--- src/rtl/countdown_timer_pkg.sv ---
// Shared types and constants for the MM:SS countdown timer controller.
package countdown_timer_pkg;

  localparam int unsigned DIGIT_W = 4;

  typedef enum logic [1:0] {
    ST_IDLE  = 2'd0,
    ST_RUN   = 2'd1,
    ST_PAUSE = 2'd2,
    ST_ALARM = 2'd3
  } state_e;

  localparam logic [DIGIT_W-1:0] SEC_TENS_MAX = 4'd5;
  localparam logic [DIGIT_W-1:0] DIGIT_MAX    = 4'd9;

  typedef struct packed {
    logic [DIGIT_W-1:0] m1;
    logic [DIGIT_W-1:0] m0;
    logic [DIGIT_W-1:0] s1;
    logic [DIGIT_W-1:0] s0;
  } bcd_time_t;

  function automatic logic is_zero(input bcd_time_t t);
    return t == '0;
  endfunction

endpackage

--- src/rtl/tick_prescaler.sv ---
// Divides MCLK down to a one-cycle TICK every TICK_DIV cycles; HALF is high
// during the first half of each period and drives the blinking colon.
module tick_prescaler #(
  parameter int unsigned TICK_DIV = 25175000
) (
  input  logic MCLK,
  input  logic RST,
  input  logic CLR,
  input  logic EN,
  output logic TICK,
  output logic HALF
);

  localparam int unsigned     CNT_W    = $clog2(TICK_DIV);
  localparam logic [CNT_W-1:0] CNT_LAST = CNT_W'(TICK_DIV - 1);
  localparam logic [CNT_W-1:0] CNT_HALF = CNT_W'(TICK_DIV / 2);

  logic [CNT_W-1:0] cnt_q;
  logic [CNT_W-1:0] cnt_d;

  assign TICK = (cnt_q == CNT_LAST);

  always_comb begin
    cnt_d = cnt_q + CNT_W'(1);
    if (CLR || !EN || TICK) begin
      cnt_d = '0;
    end
  end

  // HALF is registered from the next count so it always matches cnt_q.
  always_ff @(posedge MCLK or posedge RST) begin
    if (RST) begin
      cnt_q <= '0;
      HALF  <= 1'b1;
    end else begin
      cnt_q <= cnt_d;
      HALF  <= (cnt_d < CNT_HALF);
    end
  end

endmodule

--- src/rtl/countdown_timer_ctrl.sv ---
// MM:SS countdown timer sequencer: button press detection, BCD digits and the
// IDLE/RUN/PAUSE/ALARM state machine. COUNTDOWN_TIMER_CTRL_RELOAD_EN adds a preset reload.
module countdown_timer_ctrl
  import countdown_timer_pkg::*;
#(
  parameter int unsigned TICK_DIV   = 25175000,
  parameter int unsigned ALARM_SECS = 5
) (
  input  logic                MCLK,
  input  logic                RST,
  input  logic                BTN_START,
  input  logic                BTN_FIELD,
  input  logic                BTN_UP,
  input  logic                BTN_CLEAR,
  output logic [DIGIT_W-1:0]  DIG_M1,
  output logic [DIGIT_W-1:0]  DIG_M0,
  output logic [DIGIT_W-1:0]  DIG_S1,
  output logic [DIGIT_W-1:0]  DIG_S0,
  output logic [1:0]          STATE,
  output logic                SEL_MIN,
  output logic                COLON,
  output logic                ALARM
);

  localparam logic [3:0] ALARM_LAST = 4'(ALARM_SECS - 1);

  state_e     state_q, state_d;
  bcd_time_t  time_q, time_d, time_inc, time_dec, reload;
  logic       sel_min_q, sel_min_d;
  logic       alarm_q;
  logic [3:0] alarm_cnt_q, alarm_cnt_d;
  logic [3:0] held_q, btn_down, press;
  logic       pr_clear, pr_start, pr_field, pr_up;
  logic       tick, half, pre_en, pre_clr;

  // History resets to "held" so a button already down when reset releases is not a press.
  assign btn_down = ~{BTN_CLEAR, BTN_START, BTN_FIELD, BTN_UP};
  assign press    = btn_down & ~held_q;

  assign pr_clear = press[3];
  assign pr_start = press[2] & ~press[3];
  assign pr_field = press[1] & ~|press[3:2];
  assign pr_up    = press[0] & ~|press[3:1];

`ifdef COUNTDOWN_TIMER_CTRL_RELOAD_EN
  bcd_time_t preset_q, preset_d;
  assign reload = preset_q;

  always_ff @(posedge MCLK or posedge RST) begin
    if (RST) preset_q <= '0;
    else     preset_q <= preset_d;
  end
`else
  assign reload = '0;
`endif

  // Increment of the selected field; no carry between fields.
  always_comb begin
    time_inc = time_q;
    if (sel_min_q) begin
      if (time_q.m0 == DIGIT_MAX) begin
        time_inc.m0 = '0;
        time_inc.m1 = (time_q.m1 == DIGIT_MAX) ? '0 : time_q.m1 + 4'd1;
      end else begin
        time_inc.m0 = time_q.m0 + 4'd1;
      end
    end else begin
      if (time_q.s0 == DIGIT_MAX) begin
        time_inc.s0 = '0;
        time_inc.s1 = (time_q.s1 == SEC_TENS_MAX) ? '0 : time_q.s1 + 4'd1;
      end else begin
        time_inc.s0 = time_q.s0 + 4'd1;
      end
    end
  end

  // One-second BCD decrement with borrow across all four digits.
  always_comb begin
    time_dec = time_q;
    if (time_q.s0 != '0) begin
      time_dec.s0 = time_q.s0 - 4'd1;
    end else begin
      time_dec.s0 = DIGIT_MAX;
      if (time_q.s1 != '0) begin
        time_dec.s1 = time_q.s1 - 4'd1;
      end else begin
        time_dec.s1 = SEC_TENS_MAX;
        if (time_q.m0 != '0) begin
          time_dec.m0 = time_q.m0 - 4'd1;
        end else begin
          time_dec.m0 = DIGIT_MAX;
          time_dec.m1 = time_q.m1 - 4'd1;
        end
      end
    end
  end

  always_comb begin
    state_d     = state_q;
    time_d      = time_q;
    sel_min_d   = sel_min_q;
    alarm_cnt_d = alarm_cnt_q;
`ifdef COUNTDOWN_TIMER_CTRL_RELOAD_EN
    preset_d    = preset_q;
`endif
    case (state_q)
      ST_IDLE: begin
        if (pr_clear) begin
          time_d = '0;
`ifdef COUNTDOWN_TIMER_CTRL_RELOAD_EN
          preset_d = '0;
`endif
        end else if (pr_start) begin
          if (!is_zero(time_q)) begin
            state_d = ST_RUN;
`ifdef COUNTDOWN_TIMER_CTRL_RELOAD_EN
            preset_d = time_q;
`endif
          end
        end else if (pr_field) begin
          sel_min_d = ~sel_min_q;
        end else if (pr_up) begin
          time_d = time_inc;
        end
      end
      ST_RUN: begin
        if (pr_clear) begin
          state_d = ST_IDLE;
          time_d  = reload;
        end else if (pr_start) begin
          state_d = ST_PAUSE;
        end else if (tick) begin
          time_d = time_dec;
          if (is_zero(time_dec)) state_d = ST_ALARM;
        end
      end
      ST_PAUSE: begin
        if (pr_clear) begin
          state_d = ST_IDLE;
          time_d  = reload;
        end else if (pr_start) begin
          state_d = ST_RUN;
        end
      end
      ST_ALARM: begin
        if ((|press) || (tick && (alarm_cnt_q == ALARM_LAST))) begin
          state_d     = ST_IDLE;
          time_d      = reload;
          alarm_cnt_d = '0;
        end else if (tick) begin
          alarm_cnt_d = alarm_cnt_q + 4'd1;
        end
      end
      default: state_d = ST_IDLE;
    endcase
  end

  // Prescaler follows the next state so it is already zero in the first IDLE/PAUSE cycle.
  assign pre_en  = (state_d == ST_RUN) || (state_d == ST_ALARM);
  assign pre_clr = pre_en && (state_d != state_q);

  tick_prescaler #(
    .TICK_DIV (TICK_DIV)
  ) u_prescaler (
    .MCLK (MCLK),
    .RST  (RST),
    .CLR  (pre_clr),
    .EN   (pre_en),
    .TICK (tick),
    .HALF (half)
  );

  always_ff @(posedge MCLK or posedge RST) begin
    if (RST) begin
      state_q     <= ST_IDLE;
      time_q      <= '0;
      sel_min_q   <= 1'b0;
      alarm_q     <= 1'b0;
      alarm_cnt_q <= '0;
      held_q      <= '1;
    end else begin
      state_q     <= state_d;
      time_q      <= time_d;
      sel_min_q   <= sel_min_d;
      alarm_q     <= (state_d == ST_ALARM);
      alarm_cnt_q <= alarm_cnt_d;
      held_q      <= btn_down;
    end
  end

  assign STATE   = state_q;
  assign DIG_M1  = time_q.m1;
  assign DIG_M0  = time_q.m0;
  assign DIG_S1  = time_q.s1;
  assign DIG_S0  = time_q.s0;
  assign SEL_MIN = sel_min_q;
  assign ALARM   = alarm_q;
  assign COLON   = (state_q == ST_RUN) ? half : (state_q == ST_IDLE);

endmodule

--- config.mk ---
export PLATFORM = sky130hd
export DESIGN_NAME = countdown_timer_ctrl
export DESIGN_NICKNAME = d
export VERILOG_FILES = /design/src/rtl/countdown_timer_pkg.sv /design/src/rtl/tick_prescaler.sv /design/src/rtl/countdown_timer_ctrl.sv
export SDC_FILE = /design/constraint.sdc
export NUM_CORES = 1
export LEC_CHECK = 0
export CAP_MARGIN = 30
export CORE_ASPECT_RATIO = 1.25
export CORE_MARGIN = 2
export CORE_UTILIZATION = 60
export CTS_CLUSTER_DIAMETER = 80
export DETAILED_ROUTE_END_ITERATION = 12
export PLACE_DENSITY_LB_ADDON = 0.12
export SLEW_MARGIN = 20
export SYNTH_ARGS = -nofsm -noshare
export SYNTH_HDL_FRONTEND = slang
export SYNTH_HIERARCHICAL = 1
export SYNTH_SLANG_ARGS = --single-unit
export TNS_END_PERCENT = 20
--- constraint.sdc ---
create_clock -name MCLK -period 3.7 [get_ports MCLK]
set_input_delay 0.37 -clock MCLK [delete_from_list [all_inputs] [get_ports MCLK]]
set_output_delay 0.37 -clock MCLK [all_outputs]
set_load 0.02 [all_outputs]
Word-level counts from Yosys, hierarchy flattened --
Cells that the tools add are included.
Operators by class: add/subtract/negate cells 10, order comparisons 1, eq/ne operators 23, muxes and demuxes 39, bitwise gates (word level) 9, reduce and logical (&&, ||, !) cells 25
Operators by type and width (count):
- 16-bit 2-to-1 mux | 9
- 16-bit case mux with 4 select lines | 1
- 4-bit 2-to-1 mux | 12
- 16-bit zero test | 2
- 3-bit inequality test (second input constant) | 9
- 25-bit by 1-bit adder with 25-bit output (second input constant) | 1
- 25-bit == test (second input constant) | 1
- 25-bit by 24-bit < comparator with 1-bit output (second input constant) | 1
- 25-bit 2-to-1 mux | 1
- 8-bit 2-to-1 mux | 3
- 4-bit by 1-bit adder with 4-bit output (second input constant) | 5
- 2-bit 2-to-1 mux | 10
- 9-bit AND reduction | 2
- 8-bit AND reduction | 2
- 4-bit by 1-bit subtractor with 4-bit output (second input constant) | 4
- 4-bit == test (second input constant) | 3
- 12-bit 2-to-1 mux | 1
- 4-bit nonzero test | 3
- 4-bit by 3-bit == test with 1-bit output (second input constant) | 2
- 4-bit NOT | 2
- 2-bit case mux with 4 select lines | 1
- 2-bit == test (second input constant) | 3
- 4-bit AND | 1
- 2-bit by 1-bit == test with 1-bit output (second input constant) | 2
- 15 further kinds | 26
Storage, ports and cells: register bits after elaboration 54, input port bits 6

Depth between registers and ports, before layout --
depth after elaboration 17, gate-level depth with buffers 14, depth with buffers taken out 11

Cells and area by module --
The synthesis kept the hierarchy.
By module, submodules not included:
- countdown_timer_ctrl | instances 1, cells an instance 263, area an instance 2153.3 sq um, seq. area each 705.7 sq um
- tick_prescaler | instances 1, cells an instance 181, area an instance 1712.9 sq um, seq. area each 651.9 sq um

Worst setup path after synthesis --
No wires, ideal clock.
path kind flip-flop to flip-flop, start point register u_prescaler.cnt_q[3], end point register time_q, in the netlist DIG_M1[2], arrival time 2832 ps, required time 3564 ps, slack 731 ps, stages on the path, launching flop included 12, path buffers 3, period minus slack after synthesis 2969 ps, cell sequence dfrtp_1 > buf_6 > or4b_1 > nor4_2 > buf_4 > and4b_1 > or4_4 > nor2_1 > or4_1 > buf_2 > o31ai_2 > o31ai_1
On the way: longest elaborated chain between the ends 5, elaborated cells on any way between the ends 6, those cells by class eq/ne: 3; reduce/logical: 3
RTL lines:
- start, declared | line tick_prescaler.sv:18 | logic [CNT_W-1:0] cnt_q;
- start signal, assigned | line tick_prescaler.sv:36 | cnt_q <= cnt_d;
- 25-bit == test * | line tick_prescaler.sv:21 | assign TICK = (cnt_q == CNT_LAST);
- named net tick | line countdown_timer_ctrl.sv:34 | logic tick, half, pre_en, pre_clr;
- 1-bit logical AND | line countdown_timer_ctrl.sv:146 | if ((|press) || (tick && (alarm_cnt_q == ALARM_LAST))) begin
- 1-bit logical OR | line countdown_timer_ctrl.sv:146
- 2-bit inequality test (no line)
- 9-bit AND reduction (no line) *
- end signal, assigned | line countdown_timer_ctrl.sv:183 | time_q <= time_d;
- end, declared | line countdown_timer_ctrl.sv:28 | bcd_time_t time_q, time_d, time_inc, time_dec, reload;
The timed path passes the listed nets; every way through them passes the cells marked *. A chain may end at the register's enable or synchronous reset.

Worst setup path in the final report --
start point register time_q, in the netlist DIG_S1[0], end point register u_prescaler.cnt_q[9]
On the way: longest elaborated chain between the ends 15, elaborated cells on any way between the ends 24, those cells by class add/sub: 1; eq/ne: 3; mux: 12; reduce/logical: 8
RTL lines:
- 4-bit by 1-bit subtractor with 4-bit output / 4-bit nonzero test (equally long branches) | line countdown_timer_ctrl.sv:85, countdown_timer_ctrl.sv:84
- 4-bit 2-to-1 mux / 8-bit 2-to-1 mux (equally long branches) | line countdown_timer_ctrl.sv:84 | if (time_q.s1 != '0) begin
- 12-bit 2-to-1 mux | line countdown_timer_ctrl.sv:80 | if (time_q.s0 != '0) begin
- 16-bit zero test | line countdown_timer_pkg.sv:24 | return t == '0;
- 2-bit 2-to-1 mux | line countdown_timer_ctrl.sv:134 | if (is_zero(time_dec)) state_d = ST_ALARM;
- 2-bit 2-to-1 mux | line countdown_timer_ctrl.sv:132 | end else if (tick) begin
- 2-bit 2-to-1 mux | line countdown_timer_ctrl.sv:130 | end else if (pr_start) begin
- 2-bit 2-to-1 mux | line countdown_timer_ctrl.sv:127 | if (pr_clear) begin
- 2-bit case mux with 4 select lines * | line countdown_timer_ctrl.sv:106 | case (state_q)
- 2-bit by 1-bit == test with 1-bit output / 2-bit == test (equally long branches) | line countdown_timer_ctrl.sv:159 | assign pre_en = (state_d == ST_RUN) || (state_d == ST_ALARM);
- 1-bit logical OR | line countdown_timer_ctrl.sv:159
- 1-bit logical AND * | line countdown_timer_ctrl.sv:160 | assign pre_clr = pre_en && (state_d != state_q);
- named net pre_clr | line countdown_timer_ctrl.sv:34
- 1-bit logical OR * (2 in series) | line tick_prescaler.sv:25 | if (CLR || !EN || TICK) begin
- 25-bit 2-to-1 mux * | line tick_prescaler.sv:25
- named net u_prescaler.cnt_d[9] | line tick_prescaler.sv:19 | logic [CNT_W-1:0] cnt_d;
Marks and branches as above.

==> metrics.txt <==
status=finished clean; CP Cell Sequence=inv_1 -> ha_1 -> nor3b_2 -> nand2_1 -> nor2_1 -> nand4_1 -> o21ai_0 -> o21ai_1 -> or3b_1 -> buf_4 -> nor2_1; # setup viols final=0; endpoint class of the critical path=register; Clk pin slew, worst setup/hold paths=110 ps; Data required, critical path=3940 ps; final cycle utilization of the critical path=0.908; pre-CTS setup slack=376 ps; Post-CTS Setup Repair Bufs=0; #FFs+latches synth=54; global-route wire length before repair=15100 microns; Leak Pwr=1.71 nW; CTS tree=yes; Port Buf Inserts=26; highest clock rate=0.298 GHz; Critical Path AT=3600 ps; Slew headroom=0.461; MaxCap Viol Count=0; Via-to-Cell Ratio=6.27; Crit-path slowest cell=or3b_1; Post-route DRC=0; GRT Max-Usage Layer=met2; antenna-violating nets left=0; H-Tree Depth=2; Starting Density=0.623; final number of hold-violating endpoints=0; Num CTS Buffers=5; PwrDens=550 nW/um^2; clk sinks=54; Die Area=7110 sq um; Setup Crit Path Kind=reg2reg; Crit Path Max Fanout=15; worst skew pair latency=310 ps; Ports=27; Core Area=6210 sq um; Post-Syn Area per Cell=8.71 sq um; YS warnings=6; antenna cell count=0; dominant synthesized flop cell=dfrtp_1; Detailed Route WL=9030 microns; Mapped Cells=444; Hold Crit Class=in2async; RSZ-0062 raised after global routing=no; Clock Skews=13.5 ps; synthesized area=3870 sq um; Layout area overhead=8.58%; gr usage total=0.272; die width=75.8 microns; Max stage delay on crit path=590 ps; CP Launch Type=register; vias in the first global route=3271; post-CTS sizing=0; maximum vdd drop=0.000265 V; syn_nets=466; Die Y=93.7 microns; sequential share of the synthesized area=0.351; layout cells sized above 1=0.0931; net count reported at finish=483; Core Rows=32; met1 Resource Use GR=0.317; worst-margin pin slew=806 ps; DRT iter0 DRCs=243; cell mode on critical path=nor2_1; GRT met2 Usage=0.481; setup ws final=341 ps; Post-synth EDFFs=0; post-synthesis cell type count=79; GPL Wtd Cong=0.989; vias post-DR=3431; largest net degree at the start of global routing=20; Max clock buf depth=2; Async S/R FF share, synth=1.00; Root Buffer=clkbuf_8; setup TNS=0 ps; dpl hpwl=6700 microns; first drt pass iteration count=4; initial antenna violation count=0; met3 Use GR=0.0386; Hold Buf Count CTS=0; GRT overflow=0; DR WL/cell=16.5 microns; Final Max Tran Viols=0; Final min period=3360 ps
[flip-flops by register name (all words and copies together) (netlist names)]
name	count
SEL_MIN	1
DIG_S0	4
u_prescaler/HALF	1
held_q	4
ALARM	1
DIG_S1	4
STATE	2
DIG_M1	4
u_prescaler/cnt_q	25
DIG_M0	4
alarm_cnt_q	4
[cell families (layout without fill, tap and decap cells)]
| kind of cell | after synthesis | count (layout) | synth area share |
|---|---|---|---|
| adders and majority gates | 16 | 16 | 0.0518 |
| AOI/OAI and AO/OA | 111 | 111 | 0.191 |
| xor gates and xnor gates | 26 | 26 | 0.0589 |
| buffers and inverters | 49 | 67 | 0.0748 |
| and+or+nand+nor | 185 | 185 | 0.264 |
| muxes | 3 | 3 | 0.00777 |
| DFF | 54 | 54 | 0.351 |
[layout make-up]
cell class,instances,area (sq um)
clock buffer,7,76.3
clock inverter,1,7.51
sequential,54,1360
tap,85,106
inverter,28,105
multi-input combinational,341,2220
fill,541,2010
timing repair buffer,31,325
[cells in the mapped netlist, drive strengths merged, types with 7 or more instances]
cell | number | share of area
inv | 28 | 0.027
nor2 | 61 | 0.060
nand2 | 23 | 0.022
xor2 | 18 | 0.041
nand4 | 15 | 0.026
o21ai | 32 | 0.041
a21oi | 26 | 0.035
o31ai | 10 | 0.021
buf | 14 | 0.036
nor4 | 10 | 0.027
clkbuf | 7 | 0.012
nor3 | 9 | 0.012
xnor2 | 8 | 0.018
nand3 | 24 | 0.031
ha | 16 | 0.052
dfrtp | 49 | 0.32
and3 | 7 | 0.012
[power by group]
| part | internal (mW) | total [mW] | switching [mW] |
|---|---|---|---|
| combinational | 0.453 | 1.11 | 0.656 |
| clock | 0.135 | 0.336 | 0.201 |
| sequential | 0.682 | 0.864 | 0.183 |
| total | 1.27 | 2.31 | 1.04 |
[worst max-delay path: cells and delay by family (launching register included)]
| family | cells | cell delay (ps) |
|---|---|---|
| and+or+nand+nor | 6 | 1830 |
| DFF | 1 | 470 |
| buffers and inverters | 2 | 410 |
| adders and majority gates | 1 | 250 |
| AOI/OAI and AO/OA | 2 | 300 |
[cell usage in the layout, fill, tap and decap left out, types with 4 or more instances in the layout]
master and count:
o21ai_0 12, a31oi_1 4, clkdlybuf4s50_1 26, inv_1 27, a21oi_1 25, a22oi_1 4
xnor2_1 8, nor4_1 6, o21ai_1 20, nand2b_1 4, nand2_1 23, o31ai_1 9
clkbuf_8 5, dfrtp_1 49, nor3_1 9, ha_1 16, nand3_1 24, o22ai_1 4
and2_1 4, and3_1 5, nand4_1 14, dfstp_2 5, xor2_1 18, nor2_1 60
[layer usage]
metal  part of all wire  vias to the layer above
met5                  0                        -
met3              0.042                       13
met4              0.017                        0
met2               0.54                       97
met1               0.40                     1689
li1                   -                     1632
[worst paths after layout]
kind                                 from              endpoint  depth (start not counted)  slack (ps)
setup / recovery                DIG_S1[0]  u_prescaler/cnt_q[9]                         11         340
hold / removal                        RST  u_prescaler/cnt_q[6]                          2         330
setup reg to reg                DIG_S1[0]  u_prescaler/cnt_q[9]                         11         340
hold reg to reg            alarm_cnt_q[2]        alarm_cnt_q[2]                          1         520
max in group asynchronous             RST             held_q[3]                          3        2650
min in group MCLK          alarm_cnt_q[2]        alarm_cnt_q[2]                          1         520
[stage by stage]
step / instance area (sq um) / util / hold slack [ps] / std cells / power (mW)
final: 4200 / 0.676 / 334 / 547 / 2.31
after global routing: 4200 / 0.676 / 369 / 547 / 2.47
after floorplan: 3870 / - / 396 / 444 / 1.62
after CTS: 4200 / 0.676 / 338 / 547 / 2.30
after detailed placement: 4110 / 0.663 / 497 / 539 / 1.96
after global placement: 4070 / 0.656 / 497 / 537 / 1.94
(Power assumes the default switching activity.)
==> edit 1 (same flow settings) <==
Change the package constant `DIGIT_MAX` from 4'd9 to 4'd4.
--- a/src/rtl/countdown_timer_pkg.sv
+++ b/src/rtl/countdown_timer_pkg.sv
@@ -13,3 +13,3 @@
   localparam logic [DIGIT_W-1:0] SEC_TENS_MAX = 4'd5;
-  localparam logic [DIGIT_W-1:0] DIGIT_MAX    = 4'd9;
+  localparam logic [DIGIT_W-1:0] DIGIT_MAX    = 4'd4;
 
Formal check against the unedited RTL: no difference found for any inputs over 10 cycles, from zero or initial values and one cycle with RST high; that may be too few to reach the edited logic, so the function may still have changed.
==> edit 1 against the original RTL <==
Synthesized cell count is 0.90% lower. Worst setup slack better by 0.091 ns. Hold slack worse by 0.0037 ns. Die area is 0.87% higher. Sequential cell count stayed put. Final cell count is 1.3% lower. Routed wire length is 0.59% lower. Power is 5.6% higher. Maximum frequency is 2.8% higher. First-iteration DRC count is 4.1% higher. Cell area is 1.5% higher. Synthesized area is 0.91% higher. Largest power group unchanged.
==> edit 1: results (changes against the original RTL) <==
outcome=finished clean (unchanged); clock slew at reported path FFs=0.11 ns (about the same); Routed WL=8980 um (was 9030 um); first-pass GRT wire length=15300 um (was 15100 um); Net Count, Synth=458 (was 466); GR Util All Layers=25.8% (was 27.2%); fill count=534 (was 541); Setup Buffers After CTS=0 (unchanged); Final #Nets=472 (was 483); LEAKAGE=1.74 nW (was 1.71 nW); synth unique cells=80 (was 79); initial antenna violation count=0 (unchanged); pin count of the biggest net entering global routing=27 (was 20); vias in the first global route=3282 (was 3271); YS warnings=6 (unchanged); root buf cell=clkbuf_8 (unchanged); Vias per Instance=6.40 (was 6.27); Max clock buf depth=2 (unchanged); cell count after synthesis=440 (was 444); Top reg by flops=u_prescaler/cnt_q (unchanged); GP Congestion=0.944 (was 0.989); initial DRC count=253 (was 243); CTS Buf Count=5 (unchanged); Slew @ Worst Pin=0.757 ns (was 0.806 ns); Max VDD drop=0.271 mV (was 0.265 mV); hpwl dp=6540 um (was 6700 um); Post-DP Area=4120 sq um (was 4110 sq um); max reg flops=25 (unchanged); placed cells=531 (was 539); share of async-settable or async-resettable flops after synthesis=100% (unchanged); register area share after synthesis=34.8% (was 35.1%); Wirelength per Cell=16.6 um (was 16.5 um); clk_skew=0.0177 ns (was 0.0135 ns); HP Class=in -> async (unchanged); worst-skew pair later-pin latency=0.31 ns (about the same); Sw Ratio=44.1% (was 45.0%); port buffer count=26 (unchanged); top cells by count, synth=dfrtp_1 (49), nor2_1 (47), nand2_1 (31), inv_1 (26), nand3_1 (25) (was nor2_1 (60), dfrtp_1 (49), inv_1 (27), a21oi_1 (25), nand3_1 (24)); Pre-antenna DRT Iters=4 (unchanged); top post-synthesis cells by area=dfrtp_1 (31%), nor2_1 (4.5%), ha_1 (3.8%) (was dfrtp_1 (32%), nor2_1 (5.8%), ha_1 (5.2%)); setup slack at placement=0.482 ns (was 0.376 ns); fin area=4260 sq um (was 4200 sq um); layout cell share with drive strength beyond 1=10.3% (was 9.31%); H-Tree Depth=2 (unchanged); ANT cells=0 (unchanged); starting density of the core=62.5% (was 62.3%); crit-path max FO=26 (was 15); post_cts resized=0 (unchanged)
==> edit 1: changes by cell type after synthesis, moves of 7 or more <==
cell and change:
a31oi_1 +7, o21ai_1 -18, nor2_1 -13, nand2_1 +8
==> edit 1: path summary, 6_finish.rpt <==
| check | cells after the start | slack (ns) | start | to |
|---|---|---|---|---|
| max | 11 | 0.43 | DIG_S1[0] | u_prescaler/HALF |
| min reg2reg | 1 | 0.51 | u_prescaler/cnt_q[0] | u_prescaler/cnt_q[0] |
| min in group MCLK | 1 | 0.51 | u_prescaler/cnt_q[0] | u_prescaler/cnt_q[0] |
| min | 2 | 0.33 | RST | u_prescaler/cnt_q[4] |
| max in group asynchronous | 4 | 2.61 | RST | held_q[2] |
| max reg2reg | 11 | 0.43 | DIG_S1[0] | u_prescaler/HALF |
==> edit 1: worst max-delay path, cell delays in order, from the launching register on <==
cell       delay [ns]
dfrtp_1          0.51
inv_1            0.13
ha_1             0.25
or3b_1           0.50
nor3_4           0.34
a211oi_1         0.13
o2111ai_1        0.30
o22ai_1          0.13
or3b_1           0.39
buf_4            0.23
a31oi_1          0.16
o31ai_1          0.10
==> edit 1: layout make-up <==
| cell class | count | share of cell area (%) |
|---|---|---|
| Timing Repair Buffer | 33 | 8.28 |
| Inverter | 26 | 2.29 |
| Clock buffer | 5 | 1.61 |
| Sequential cell | 54 | 31.9 |
| Clock inverter | 3 | 1.06 |
| Tap cell | 85 | 2.50 |
| Multi-Input combinational cell | 334 | 52.4 |
==> edit 1: power by group through the flow <==
| stage | Clock [mW] | Sequential [mW] | Combinational [mW] |
|---|---|---|---|
| 3_5_place_dp | 0 | 0.874 | 1.14 |
| 6_report | 0.409 | 0.868 | 1.16 |
| 3_3_place_gp | 0 | 0.873 | 1.12 |
| 2_1_floorplan | 0 | 0.898 | 0.786 |
| 4_1_cts | 0.419 | 0.863 | 1.15 |
| 5_1_grt | 0.437 | 0.892 | 1.27 |
==> edit 1: logic make-up after synthesis <==
logic type	synth area share (%)
mux	1.92
simple gates	27.0
xor+xnor	5.84
fa+ha+maj	3.85
buf+inv	7.95
flops	34.8
compound gates	18.6
==> edit 1: metal layers <==
layer	part of all wire [%]	track usage [%]	wire [um]	vias up
met5	0	0	0	-
met4	2.4	8.94	211	0
met3	4.2	3.27	377	20
met2	53	50.1	4760	106
met1	40	29.0	3630	1696
li1	-	-	-	1633
==> edit 2 (same settings) <==
Without the edit above. Compare `alarm_cnt_q` against `ALARM_LAST` with >= in place of ==.
--- a/src/rtl/countdown_timer_ctrl.sv
+++ b/src/rtl/countdown_timer_ctrl.sv
@@ -145,3 +145,3 @@
       ST_ALARM: begin
-        if ((|press) || (tick && (alarm_cnt_q == ALARM_LAST))) begin
+        if ((|press) || (tick && (alarm_cnt_q >= ALARM_LAST))) begin
           state_d     = ST_IDLE;
Function: same outputs for any inputs over 10 cycles, from zero or initial values and one cycle with RST high; that may be too few to reach the edited logic, so the function may still have changed.
==> edit 2 against the original RTL <==
Cell area down 0.42%. Global-route usage shrank 1.1 points. Worst setup slack got worse by 0.010 ns. Count of clock-buffer cells in the layout did not move. Sequential cell count did not move. Power grew 8.5%. Synthesized area is 0.29% lower. Maximum frequency fell by 0.31%. Routed wire length shrank 4.8%. Critical endpoint is now u_prescaler/cnt_q[15].
==> edit 2: results (changes against the original RTL) <==
reg2reg end=u_prescaler/cnt_q[15] (was u_prescaler/cnt_q[9]); outcome=finished clean (unchanged); vias in the first global route=3095 (was 3271); GR Util All Layers=26.0% (was 27.2%); initial antenna violation count=0 (unchanged); Final #Nets=467 (was 483); pin count of the biggest net entering global routing=19 (was 20); ANT cells=0 (unchanged); clock slew at reported path FFs=roughly 0.1 ns; setup slack at placement=0.384 ns (was 0.376 ns); Critical Path Sink Type=flip-flop (unchanged); Slew @ Worst Pin=0.862 ns (was 0.806 ns); crit-path max FO=18 (was 15); delay-heaviest family, CP=simple AND/OR/NAND/NOR gates (unchanged); dominant cell type by area after synthesis=dfrtp_1 (unchanged); DR DRC count=0 (unchanged); WP data arrival=3.60 ns (about the same); hpwl dp=6410 um (was 6700 um); port buffer count=26 (unchanged); P_sw=1.16 mW (was 1.04 mW); first-pass GRT wire length=14300 um (was 15100 um); clk_skew=0.0117 ns (was 0.0135 ns); H-Tree Depth=2 (unchanged); top cells by count, synth=nor2_1 (50), dfrtp_1 (49), nand2_1 (24), inv_1 (23) (was nor2_1 (60), dfrtp_1 (49), inv_1 (27), a21oi_1 (25), nand3_1 (24)); register area share after synthesis=35.2% (was 35.1%); CP max stage delay=0.55 ns (was 0.59 ns); Max VDD drop=0.290 mV (was 0.265 mV); worst-skew pair later-pin latency=0.31 ns (about the same); post_cts resized=0 (unchanged); top post-synthesis cells by area=dfrtp_1 (32%), ha_1 (4.9%), nor2_1 (4.9%) (was dfrtp_1 (32%), nor2_1 (5.8%), ha_1 (5.2%)); fill count=523 (was 541); share of async-settable or async-resettable flops after synthesis=100% (unchanged); LEAKAGE=1.72 nW (was 1.71 nW); Critical-path top delay cell=or4_1 (was or3b_1); Wirelength per Cell=16.2 um (was 16.5 um); Vias=3272 (was 3431); Pre-antenna DRT Iters=4 (unchanged); Setup Buffers After CTS=0 (unchanged); Net Count, Synth=451 (was 466); crit path launch=DIG_S1[1] (was DIG_S1[0]); layout cell share with drive strength beyond 1=11.9% (was 9.31%); root buf cell=clkbuf_8 (unchanged); Tcrit/Tclk final=91.1% (was 90.8%); max reg flops=25 (unchanged); synth unique cells=79 (unchanged); GP Congestion=0.869 (was 0.989); initial DRC count=200 (was 243)
edit 2: cells by family (layout without fill, tap and decap cells):
family	after synthesis	count (layout)	synth area share (%)
fa+ha+maj	15	15	4.87
compound gates	104	104	18.5
flops	54	54	35.2
buf+inv	50	67	7.82
mux	4	4	1.07
xor+xnor	29	29	6.59
simple gates	174	174	25.9
edit 2: cell type report:
cell class | count | area [sq um] | share of cell area (%)
Clock buffer | 7 | 76.3 | 1.83
Clock inverter | 1 | 7.51 | 0.180
Inverter | 23 | 86.3 | 2.07
Multi-Input combinational cell | 326 | 2200 | 52.5
Sequential cell | 54 | 1360 | 32.5
Tap cell | 85 | 106 | 2.54
Timing Repair Buffer | 36 | 350 | 8.38
edit 2: stage by stage:
stage / cell area [sq um] / total power [mW] / utilization, % / std cells / hold slack [ns]
2_1_floorplan: 3850 / 1.83 / - / 430 / 0.396
3_3_place_gp: 4070 / 2.15 / 65.5 / 522 / 0.478
3_5_place_dp: 4100 / 2.18 / 66.0 / 524 / 0.490
6_report: 4180 / 2.51 / 67.4 / 532 / 0.369
4_1_cts: 4180 / 2.51 / 67.4 / 532 / 0.385
5_1_grt: 4180 / 2.68 / 67.4 / 532 / 0.420
edit 2: per-layer routing:
metal  track usage [%]  wire length, um  up-vias
li1                  -                -     1595
met1              31.1             3560     1591
met2              46.4             4600       66
met3              3.66              238       20
met4              8.77              197        0
met5                 0                0        -
edit 2: power groups by stage:
stage	sequential (mW)	combinational [mW]	clock, mW
after global placement	0.881	1.27	0
after global routing	0.900	1.43	0.355
after CTS	0.878	1.29	0.336
after floorplan	0.906	0.926	0
after detailed placement	0.891	1.29	0
final	0.880	1.30	0.326
